==> config.mk <==
export PLATFORM = sky130hd
export DESIGN_NAME = mem_stage_lsu
export DESIGN_NICKNAME = d
export VERILOG_FILES = /design/src/rtl/core_pkg.sv /design/src/rtl/load_formatter.sv /design/src/rtl/mem_stage_lsu.sv
export SDC_FILE = /design/constraint.sdc
export NUM_CORES = 1
export LEC_CHECK = 0
export CORE_MARGIN = 2
export CORE_UTILIZATION = 42
export CTS_BUF_LIST = sky130_fd_sc_hd__clkbuf_16
export DETAILED_ROUTE_END_ITERATION = 8
export GPL_TIMING_DRIVEN = 0
export PLACE_DENSITY = 0.79
export REMOVE_ABC_BUFFERS = 1
export SLEW_MARGIN = 20
export SYNTH_ARGS = -nofsm -noshare
export SYNTH_HDL_FRONTEND = slang
export SYNTH_SLANG_ARGS = --single-unit
==> constraint.sdc <==
create_clock -name clk -period 2.3 [get_ports clk]
set_input_delay 0.23 -clock clk [delete_from_list [all_inputs] [get_ports clk]]
set_output_delay 0.23 -clock clk [all_outputs]
set_load 0.005 [all_outputs]
==> src/rtl/core_pkg.sv <==
// Shared definitions for the memory-stage load/store unit.
package core_pkg;

  localparam int ACCESS_W = 32;

  // funct3 encodings for loads and stores
  localparam logic [2:0] F3_B  = 3'b000;
  localparam logic [2:0] F3_H  = 3'b001;
  localparam logic [2:0] F3_W  = 3'b010;
  localparam logic [2:0] F3_BU = 3'b100;
  localparam logic [2:0] F3_HU = 3'b101;

  typedef enum logic [1:0] {
    IDLE = 2'd0,
    BUSY = 2'd1,
    RESP = 2'd2
  } lsu_state_e;

  // size is funct3[1:0]: 00 byte, 01 half, 10 word
  function automatic logic is_misaligned(input logic [1:0] size, input logic [1:0] addr_lo);
    logic mis;
    mis = 1'b0;
    if (size == 2'b01 && addr_lo[0]) mis = 1'b1;
    if (size == 2'b10 && addr_lo != 2'b00) mis = 1'b1;
    return mis;
  endfunction

  function automatic logic [3:0] store_be(input logic [1:0] size, input logic [1:0] addr_lo);
    logic [3:0] be;
    case (size)
      2'b00:   be = 4'b0001 << addr_lo;
      2'b01:   be = addr_lo[1] ? 4'b1100 : 4'b0011;
      default: be = 4'b1111;
    endcase
    return be;
  endfunction

  // Sub-word stores are replicated across lanes; byte enables pick the lane.
  function automatic logic [ACCESS_W-1:0] store_wdata(input logic [1:0] size,
                                                      input logic [ACCESS_W-1:0] data);
    logic [ACCESS_W-1:0] wd;
    case (size)
      2'b00:   wd = {4{data[7:0]}};
      2'b01:   wd = {2{data[15:0]}};
      default: wd = data;
    endcase
    return wd;
  endfunction

endpackage

==> src/rtl/load_formatter.sv <==
// Extracts and extends the addressed byte/halfword from a read word.
module load_formatter
  import core_pkg::*;
(
  input  logic [ACCESS_W-1:0] rdata,
  input  logic [1:0]          addr,
  input  logic [2:0]          funct3,
  output logic [ACCESS_W-1:0] data
);

  logic [7:0]  byte_v;
  logic [15:0] half_v;

  // Lane select, then sign/zero extension by funct3; unknown codes read as words.
  always_comb begin
    byte_v = 8'h00;
    half_v = 16'h0000;
    data   = rdata;
    case (addr)
      2'd0:    byte_v = rdata[7:0];
      2'd1:    byte_v = rdata[15:8];
      2'd2:    byte_v = rdata[23:16];
      default: byte_v = rdata[31:24];
    endcase
    half_v = addr[1] ? rdata[31:16] : rdata[15:0];
    case (funct3)
      F3_B:    data = {{24{byte_v[7]}}, byte_v};
      F3_H:    data = {{16{half_v[15]}}, half_v};
      F3_BU:   data = {24'h000000, byte_v};
      F3_HU:   data = {16'h0000, half_v};
      default: data = rdata;
    endcase
  end

endmodule

==> src/rtl/mem_stage_lsu.sv <==
// Memory-stage load/store unit: drives the MEM/WB write side and a req/ack
// data-memory port, stalling the pipeline while an access is outstanding.
//
// state | meaning
// IDLE  | no access in flight; non-memory ops pass straight through
// BUSY  | request on the bus, waiting for ack or timeout
// RESP  | one cycle: result presented to MEM/WB, stall released
module mem_stage_lsu
  import core_pkg::*;
#(
  parameter int TIMEOUT_CYCLES = 16,
  parameter int CNT_W          = 5
) (
  input  logic                clk,
  input  logic                rst,
  input  logic                exValid,
  input  logic [ACCESS_W-1:0] exALUOutput,
  input  logic [ACCESS_W-1:0] exStoreData,
  input  logic [4:0]          exWriteDir,
  input  logic                exRegWrite,
  input  logic                exMemToReg,
  input  logic                exMemRead,
  input  logic                exMemWrite,
  input  logic [2:0]          exFunct3,
  output logic [ACCESS_W-1:0] writeALUOutput,
  output logic [ACCESS_W-1:0] writeDataOutput,
  output logic [4:0]          writeWriteDir,
  output logic                writeRegWrite,
  output logic                writeMemToReg,
  output logic                memwbEn,
  output logic                stall,
  output logic                dmem_req,
  output logic                dmem_we,
  output logic [ACCESS_W-1:0] dmem_addr,
  output logic [ACCESS_W-1:0] dmem_wdata,
  output logic [3:0]          dmem_be,
  input  logic                dmem_ack,
  input  logic [ACCESS_W-1:0] dmem_rdata,
  output logic                misalignFault,
  output logic                busErrFault
);

  // Timeout fires in the last allowed BUSY cycle, giving exactly TIMEOUT_CYCLES of BUSY.
  localparam logic [CNT_W-1:0] CNT_LAST = CNT_W'(TIMEOUT_CYCLES - 1);

  lsu_state_e          state_q, state_d;
  logic [CNT_W-1:0]    cnt_q, cnt_d;
  logic                req_q, req_d;
  logic                we_q, we_d;
  logic [ACCESS_W-1:0] addr_q, addr_d;
  logic [ACCESS_W-1:0] wdata_q, wdata_d;
  logic [3:0]          be_q, be_d;
  logic [ACCESS_W-1:0] data_q, data_d;
  logic                berr_flag_q, berr_flag_d;
  logic                mis_pulse_q, mis_pulse_d;
  logic                berr_pulse_q, berr_pulse_d;

  logic                memop;
  logic                misaligned;
  logic [ACCESS_W-1:0] load_data;
  logic                stall_c;
  logic                regwrite_c;
  logic [ACCESS_W-1:0] wdata_out_c;

  assign memop      = exValid & (exMemRead | exMemWrite);
  assign misaligned = is_misaligned(exFunct3[1:0], exALUOutput[1:0]);

  load_formatter u_load_formatter (
    .rdata  (dmem_rdata),
    .addr   (exALUOutput[1:0]),
    .funct3 (exFunct3),
    .data   (load_data)
  );

  // State and bus registers; reset abandons any access in flight.
  always_ff @(posedge clk) begin
    if (rst) begin
      state_q      <= IDLE;
      cnt_q        <= '0;
      req_q        <= 1'b0;
      we_q         <= 1'b0;
      addr_q       <= '0;
      wdata_q      <= '0;
      be_q         <= 4'b0000;
      data_q       <= '0;
      berr_flag_q  <= 1'b0;
      mis_pulse_q  <= 1'b0;
      berr_pulse_q <= 1'b0;
    end else begin
      state_q      <= state_d;
      cnt_q        <= cnt_d;
      req_q        <= req_d;
      we_q         <= we_d;
      addr_q       <= addr_d;
      wdata_q      <= wdata_d;
      be_q         <= be_d;
      data_q       <= data_d;
      berr_flag_q  <= berr_flag_d;
      mis_pulse_q  <= mis_pulse_d;
      berr_pulse_q <= berr_pulse_d;
    end
  end

  // Next-state, bus launch/completion and write-side qualification.
  always_comb begin
    state_d      = state_q;
    cnt_d        = cnt_q;
    req_d        = req_q;
    we_d         = we_q;
    addr_d       = addr_q;
    wdata_d      = wdata_q;
    be_d         = be_q;
    data_d       = data_q;
    berr_flag_d  = berr_flag_q;
    mis_pulse_d  = 1'b0;
    berr_pulse_d = 1'b0;
    stall_c      = 1'b0;
    regwrite_c   = exRegWrite;
    wdata_out_c  = '0;

    case (state_q)
      IDLE: begin
        if (memop) begin
          if (misaligned) begin
            mis_pulse_d = 1'b1;
            regwrite_c  = 1'b0;
          end else begin
            stall_c     = 1'b1;
            state_d     = BUSY;
            cnt_d       = '0;
            req_d       = 1'b1;
            we_d        = exMemWrite;
            addr_d      = {exALUOutput[ACCESS_W-1:2], 2'b00};
            be_d        = store_be(exFunct3[1:0], exALUOutput[1:0]);
            wdata_d     = store_wdata(exFunct3[1:0], exStoreData);
            berr_flag_d = 1'b0;
          end
        end
      end
      BUSY: begin
        stall_c = 1'b1;
        cnt_d   = cnt_q + CNT_W'(1);
        // ack has priority over a timeout in the same cycle
        if (dmem_ack) begin
          data_d  = load_data;
          req_d   = 1'b0;
          state_d = RESP;
        end else if (cnt_q == CNT_LAST) begin
          data_d       = '0;
          req_d        = 1'b0;
          berr_flag_d  = 1'b1;
          berr_pulse_d = 1'b1;
          state_d      = RESP;
        end
      end
      RESP: begin
        wdata_out_c = data_q;
        regwrite_c  = exRegWrite & ~exMemWrite & ~berr_flag_q;
        state_d     = IDLE;
      end
      default: state_d = IDLE;
    endcase

    if (rst) begin
      stall_c    = 1'b0;
      regwrite_c = 1'b0;
    end
  end

  assign writeALUOutput  = exALUOutput;
  assign writeWriteDir   = exWriteDir;
  assign writeMemToReg   = exMemToReg;
  assign writeDataOutput = wdata_out_c;
  assign writeRegWrite   = regwrite_c;
  assign stall           = stall_c;
  assign memwbEn         = ~stall_c;

  assign dmem_req      = req_q;
  assign dmem_we       = we_q;
  assign dmem_addr     = addr_q;
  assign dmem_wdata    = wdata_q;
  assign dmem_be       = be_q;
  assign misalignFault = mis_pulse_q;
  assign busErrFault   = berr_pulse_q;

endmodule

Word-level counts from Yosys, hierarchy flattened
Cells that the tools add are included.
{"block": "totals", "register_bits": 110, "in_bits": 112, "out_inout_bits": 145, "word_cells": 95}
{"block": "classes", "n_addsub": 1, "eq_ne": 15, "shifts": 1, "mux": 39, "n_bitwise": 11, "n_reduce_logical": 17}
{"operator": "one-hot mux 32 bit (4 select lines)", "n": 1}
{"operator": "two-way mux 32 bit", "n": 3}
{"operator": "one-hot mux 32 bit (2 select lines)", "n": 1}
{"operator": "one-hot mux 8 bit (3 select lines)", "n": 1}
{"operator": "two-way mux 1 bit", "n": 18}
{"operator": "two-way mux 16 bit", "n": 1}
{"operator": "two-way mux 5 bit", "n": 2}
{"operator": "one-hot mux 5 bit (2 select lines)", "n": 1}
{"operator": "AND reduction 3 bit", "n": 3}
{"operator": "two-way mux 2 bit", "n": 4}
{"operator": "!= test 2 bit, second input constant", "n": 4}
{"operator": "one-hot mux 1 bit (2 select lines)", "n": 4}
{"operator": "one-hot mux 4 bit (2 select lines)", "n": 1}
{"operator": "NOT 1 bit", "n": 7}
{"operator": "== test 2 x 1 -> 1 bit, second input constant", "n": 3}
{"operator": "== test 2 bit, second input constant", "n": 3}
{"operator": "== test 3 bit, second input constant", "n": 2}
{"operator": "zero test 2 bit", "n": 3}
{"operator": "nonzero test 2 bit", "n": 3}
{"operator": "OR reduction 3 bit", "n": 2}
{"operator": "adder 5 x 1 -> 5 bit, second input constant", "n": 1}
{"operator": "== test 5 x 4 -> 1 bit, second input constant", "n": 1}
{"operator": "AND reduction 5 bit", "n": 1}
{"operator": "two-way mux 4 bit", "n": 1}
{"operator": "10 further kinds", "n": 13}

Depth between registers and ports, before layout
Gate-level depths: netlist (run 1).
{"block": "logic_depth", "word_depth": 9, "ltp_mapped": 8, "mapped_depth_nobuf": 7}

Modules after synthesis
Synthesis (run 1) repeated with hierarchy kept, for this count alone.
{"block": "unflattened", "cells_unflattened": 712, "area_unflattened_um2": 5724.2}
{"mod": "mem_stage_lsu", "n_inst": 1, "cells_each": 581, "area_per_inst_um2": 5001.0, "seq_area_each_um2": 2202.1}
{"mod": "load_formatter", "n_inst": 1, "cells_each": 131, "area_per_inst_um2": 723.2, "seq_area_each_um2": 0.0}

Least setup slack after synthesis (run 1)
OpenSTA, ideal clock, no wires.
{"block": "synth_path", "path_kind": "register to register", "startpoint": "reg cnt_q[0]", "endpoint": "reg data_q[0]", "setup_time_ns": 0.079, "arrival_time_ns": 1.698, "required_ns": 2.221, "setup_slack_ns": 0.522, "stages_incl_launch_ff": 9, "n_path_buf": 1, "period_less_slack_ns": 1.778, "cell_sequence": "dfxtp_1 -> ha_1 -> and3_1 -> ha_1 -> nor2_1 -> o21ba_2 -> clkbuf_1 -> a21oi_1 -> a22oi_1"}
{"block": "synth_via", "elab_chain_cells": 3}
{"item": "start: declaration", "line_no": "mem_stage_lsu.sv:47", "text": "logic [CNT_W-1:0] cnt_q, cnt_d;"}
{"item": "start signal: assignment", "line_no": "mem_stage_lsu.sv:91", "text": "cnt_q <= cnt_d;"}
{"item": "== test 5 x 4 -> 1 bit", "line_no": "mem_stage_lsu.sv:148", "text": "end else if (cnt_q == CNT_LAST) begin"}
{"item": "nonzero test 2 bit (no line)"}
{"item": "AND reduction 2 bit (no line)"}
{"item": "end signal: assignment", "line_no": "mem_stage_lsu.sv:97", "text": "data_q <= data_d;"}
{"item": "end: declaration", "line_no": "mem_stage_lsu.sv:53", "text": "logic [ACCESS_W-1:0] data_q, data_d;"}
Every way passes these cells.
A chain may end at the register's enable or synchronous reset.

Worst setup path after layout (run 1)
{"block": "layout_path", "startpoint": "in exFunct3[1]", "endpoint": "out writeRegWrite"}
{"block": "layout_via", "elab_chain_cells": 8, "word_cells_on_any_way": 10, "classes_between": "eq/ne (2); mux (6); reduce/logical (2)"}
{"item": "start: declaration", "line_no": "mem_stage_lsu.sv:24", "text": "input logic [2:0] exFunct3,"}
{"item": "== test 2 x 1 -> 1 bit", "line_no": "core_pkg.sv:23", "text": "if (size == 2'b01 && addr_lo[0]) mis = 1'b1;"}
{"item": "logical AND 1 bit", "line_no": "core_pkg.sv:23"}
{"item": "two-way mux 1 bit", "line_no": "core_pkg.sv:23"}
{"item": "two-way mux 1 bit *", "line_no": "core_pkg.sv:24", "text": "if (size == 2'b10 && addr_lo != 2'b00) mis = 1'b1;"}
{"item": "two-way mux 1 bit *", "line_no": "mem_stage_lsu.sv:124", "text": "if (misaligned) begin"}
{"item": "two-way mux 1 bit *", "line_no": "mem_stage_lsu.sv:123", "text": "if (memop) begin"}
{"item": "one-hot mux 1 bit (2 select lines) *", "line_no": "mem_stage_lsu.sv:121", "text": "case (state_q)"}
{"item": "two-way mux 1 bit *", "line_no": "mem_stage_lsu.sv:164", "text": "if (rst) begin"}
{"item": "end: declaration", "line_no": "mem_stage_lsu.sv:28", "text": "output logic writeRegWrite,"}
Mark *: on every way between the ends. The rest lies on a longest branch, timed or not.

==> impl_summary.txt, run 1 <==
----------------------------------------------------
[Outcome]
  Outcome ... completed

[Die]
  Die ar. ... 0.0140 sq mm
  Floorplan row count ... 41
  Die width ... between 100 and 150 um
  Number of top-level pins ... ~260
  Chip height ... 118 um
  Placeable Area ... about 0.013 sq mm
  Initial Util ... 0.432

[Flow run]
  Max-Cap Viols ... 0

[Global routing]
  Overall overflow remaining after global route ... 0
  Vias in the first global route ... 5,719
  First-pass GRT wire length ... 30,600 um
  Number of antenna violations at the first check in global routing ... 0
  Total Routing Usage GR ... 0.269
  Maximum number of pins on one net before global-route repair ... 68

[Cells and area]
  Multi-input logic area ... 0.00278 sq mm
  Synth-to-layout area growth ... 49.2%
  Diode count ... 0
  Flip-flop and latch area ... between 0.002 and 0.0025 sq mm
  Number of nets in the layout ... 938
  Cell Count, Final, Fillers Out ... 1,000
  Ratio of cells with drive above 1 in the final layout ... 0.0761
  # fillers ... approximately 1,100
  Finished Core Util ... 0.644

[STA]
  Setup TNS ... 0 ns
  Highest clock rate ... 0.445 GHz
  Setup-failing EPs final ... 0
  Final Max Slew Viols ... 0
  Slew at the pin with the worst max-slew slack ... 1.02 ns
  Normalized max-slew margin ... 0.318
  Share of the clock period used by the worst path after layout ... 0.977
  Final count of hold timing violations ... 0
  Fin Clk Skew ... 0.00318 ns
  RSZ-0062 raised after global routing ... false
  Minimum period implied by the final worst setup slack ... 2.25 ns

[Clock network]
  CTS hold repair buffers ... 0
  CTS tree ... built
  Number of buffers inserted during clock tree synthesis ... 9
  Sinks on the clock net ... 110
  CTS clock-pin slew for the worst setup and hold paths ... 0.07 ns
  Clk Latency, worst-skew pair ... around 0.35 ns
  Depth of the CTS H-tree ... 3
  Root buf cell ... clkbuf_16
  Maximum clock path buffer count ... 2

[Synth]
  Instance count of the mapped netlist ... between 600 and 700
  Netlist Area Pre-Place ... 0.00550 sq mm
  Share of synthesized area occupied by flip-flops and latches ... 0.401
  Post-Syn Area per Cell ... 8.42 sq um
  Most used flip-flop cell after synthesis ... dfxtp_1
  Synth warnings ... 0
  Post-synth ARST share ... 0
  Count of cell types in the netlist ... 53
  Synth Register Bits ... 110
  Number of enable-type register cells in the synthesized netlist ... 0

[Critical path]
  Crit start category ... input pin
  Crit. End Element ... primary output
  Crit Path Category ... input pin to primary output
  Reg2reg setup slack ... 0.16 ns
  Data required time of the worst path ... 2.07 ns
  Worst r2r src ... cnt_q[0]
  Maximum fanout along the worst path ... 23
  Worst reg2reg path endpoint ... data_q[4]
  Count of cells along the worst register-to-register path ... 7
  Arrival time at the worst endpoint ... 2.02 ns

[Detailed routing]
  DRC violations left ... 0
  Sum of routed wire segments on met1 ... 8070 um
  Met2 wire length ... between 9000 and 10,000 um
  Via count of the routed design ... 5,730
  Detailed route wirelength on metal3 ... around 1300 um
  Total iterations of the first detailed-routing run ... 5
  Iteration-0 DRC Markers ... 437
  ANT nets after route ... 0
  Overall routed net length ... 19,400 um
  Average wire per cell in the routed design ... ~19 um
  Ratio of routed vias to standard cells ... 5.73
  Top sig layer ... met4

[Hold path]
  Startpoint of the most critical hold path ... rst
  Depth of the worst hold-timing path ... 2
  Hold Path End ... dmem_addr[14]
  Kind of path behind the tightest hold check ... input pin to flop

[Pwr]
  Total power divided by cell area ... 585 mW/mm^2
  Maximum ir drop on the vdd rail ... between 0.3 and 0.4 mV
  Leakage power ... 2.94 nW

[Placement]
  HPWL after DPL ... between 10,000 and 15,000 um
  Routability-driven placement congestion ratio ... 0.890
  Total instance count after detailed placement ... approximately 980
  Port Buffer Count ... 242

----------------------------------------------------
-- placed cells by master (no fill, tap or decap), types with 5 or more instances in the layout --
cell,count
clkdlybuf4s50_1,234
dfxtp_1,108
a21oi_1,79
o21ai_0,70
nand2_1,48
nand3_1,39
and2_1,32
mux2i_1,18
a211oi_1,17
a221o_1,16
nor3_1,11
a311oi_1,9
clkbuf_16,9
o2111ai_1,8
a32o_1,8
a22oi_1,8
buf_4,8
nor2_1,7
a31o_2,7
inv_1,5
o21a_1,5
nor2b_1,5
-- Yosys cell counts, types with 4 or more instances --
cell / instances / area, sq um
a32o_1: 8 / 80.1
a22oi_1: 8 / 60.1
a21oi_1: 79 / 395
nor3_1: 11 / 55.1
buf_4: 40 / 300
and2_1: 32 / 200
o21a_1: 5 / 37.5
mux2i_1: 18 / 180
a211oi_1: 17 / 128
inv_1: 4 / 15.0
a311oi_1: 9 / 78.8
nand2_1: 48 / 180
buf_2: 17 / 85.1
o21ai_0: 72 / 360
nand2b_1: 4 / 25.0
clkbuf_1: 41 / 154
o2111ai_1: 8 / 70.1
nor2_1: 9 / 33.8
nor2b_1: 7 / 43.8
o211ai_1: 4 / 30.0
nand3_1: 39 / 195
dfxtp_1: 110 / 2200
a31o_2: 7 / 61.3
a221o_1: 16 / 160
-- final cells by class --
cell class	count	area share
clock buffer	9	0.0275
clock inverter	6	0.00962
inverter	5	0.00229
multi-input combinational	438	0.339
sequential	110	0.270
tap	172	0.0263
timing repair buffer	260	0.326
-- worst max-delay path: stages --
cell	delay (ns)
buf_8	0.15
buf_16	0.18
xor2_2	0.19
a22o_4	0.24
buf_12	0.16
o21ai_1	0.15
and4b_1	0.20
clkdlybuf4s50_1	0.49
-- power breakdown --
part           internal [mW]  switching, mW  leakage (nW)
combinational          0.575          0.522          1.89
clock                  0.940          0.695         0.156
sequential              2.01         0.0575         0.898
total                   3.52           1.27          2.94
-- cells by family after synthesis --
logic type               synth area share
multiplexers                       0.0376
AND/OR/NAND/NOR                     0.148
buffers and inverters               0.110
XOR/XNOR                          0.00478
adder cells (fa/ha/maj)           0.00637
other                            0.000682
AO/OA/AOI/OAI                       0.292
flip-flops                          0.401
-- through the flow --
step | power (mW) | worst slack [ns] | hold slack, ns | cell area (sq um)
3_5_place_dp | 3.14 | -1.18 | 0.435 | 7760
4_1_cts | 4.82 | 0.0562 | 0.175 | 8190
5_1_grt | 4.98 | 0.00591 | 0.200 | 8200
6_report | 4.80 | 0.0519 | 0.187 | 8200
3_3_place_gp | 3.06 | -3.23 | 0.431 | 7550
2_1_floorplan | 2.45 | -0.425 | 0.299 | 4910
-- worst max path at each step --
| stage | endpoint | depth (start not counted) | start |
|---|---|---|---|
| detailed placement | memwbEn | 6 | exALUOutput[1] |
| global route | writeRegWrite | 8 | exFunct3[1] |
| CTS | writeRegWrite | 8 | exFunct3[1] |
| finish | writeRegWrite | 8 | exFunct3[1] |
| global placement | memwbEn | 5 | exMemWrite |
| floorplan | memwbEn | 3 | exMemWrite |
-- what timing repair did --
item	in CTS	in global routing
setup buffers	4	0
pin swaps	4	0
endpoints found under the setup margin	70	1
cloned	4	0
gates resized for setup	24	2
-- metal layers --
metal | GRT usage | vias to the layer above
li1 | - | 2682
met1 | 0.341 | 2749
met2 | 0.454 | 269
met3 | 0.0521 | 30
met4 | 0.101 | 0
met5 | 0 | -
-- sequential cells by signal (all words and copies together), names as in the netlist --
| signal | cells |
|---|---|
| data_q | 32 |
| dmem_wdata | 32 |
| dmem_addr | 30 |
| cnt_q | 5 |
| dmem_be | 4 |
| state_q | 2 |
| berr_flag_q | 1 |
| busErrFault | 1 |
| dmem_req | 1 |
| dmem_we | 1 |
| misalignFault | 1 |
No activity file was read; power rests on OpenSTA's default activity.
==> inputs of run 2 (changes only) <==
--- a/config.mk
+++ b/config.mk
@@ -10,6 +10,7 @@
 export CTS_BUF_LIST = sky130_fd_sc_hd__clkbuf_16
 export DETAILED_ROUTE_END_ITERATION = 8
 export GPL_TIMING_DRIVEN = 0
+export HOLD_SLACK_MARGIN = 0.12
 export PLACE_DENSITY = 0.79
 export REMOVE_ABC_BUFFERS = 1
 export SLEW_MARGIN = 20
==> results of run 2 <==
Same layout as run 1: the final DEF is identical, and so are final timing and power.
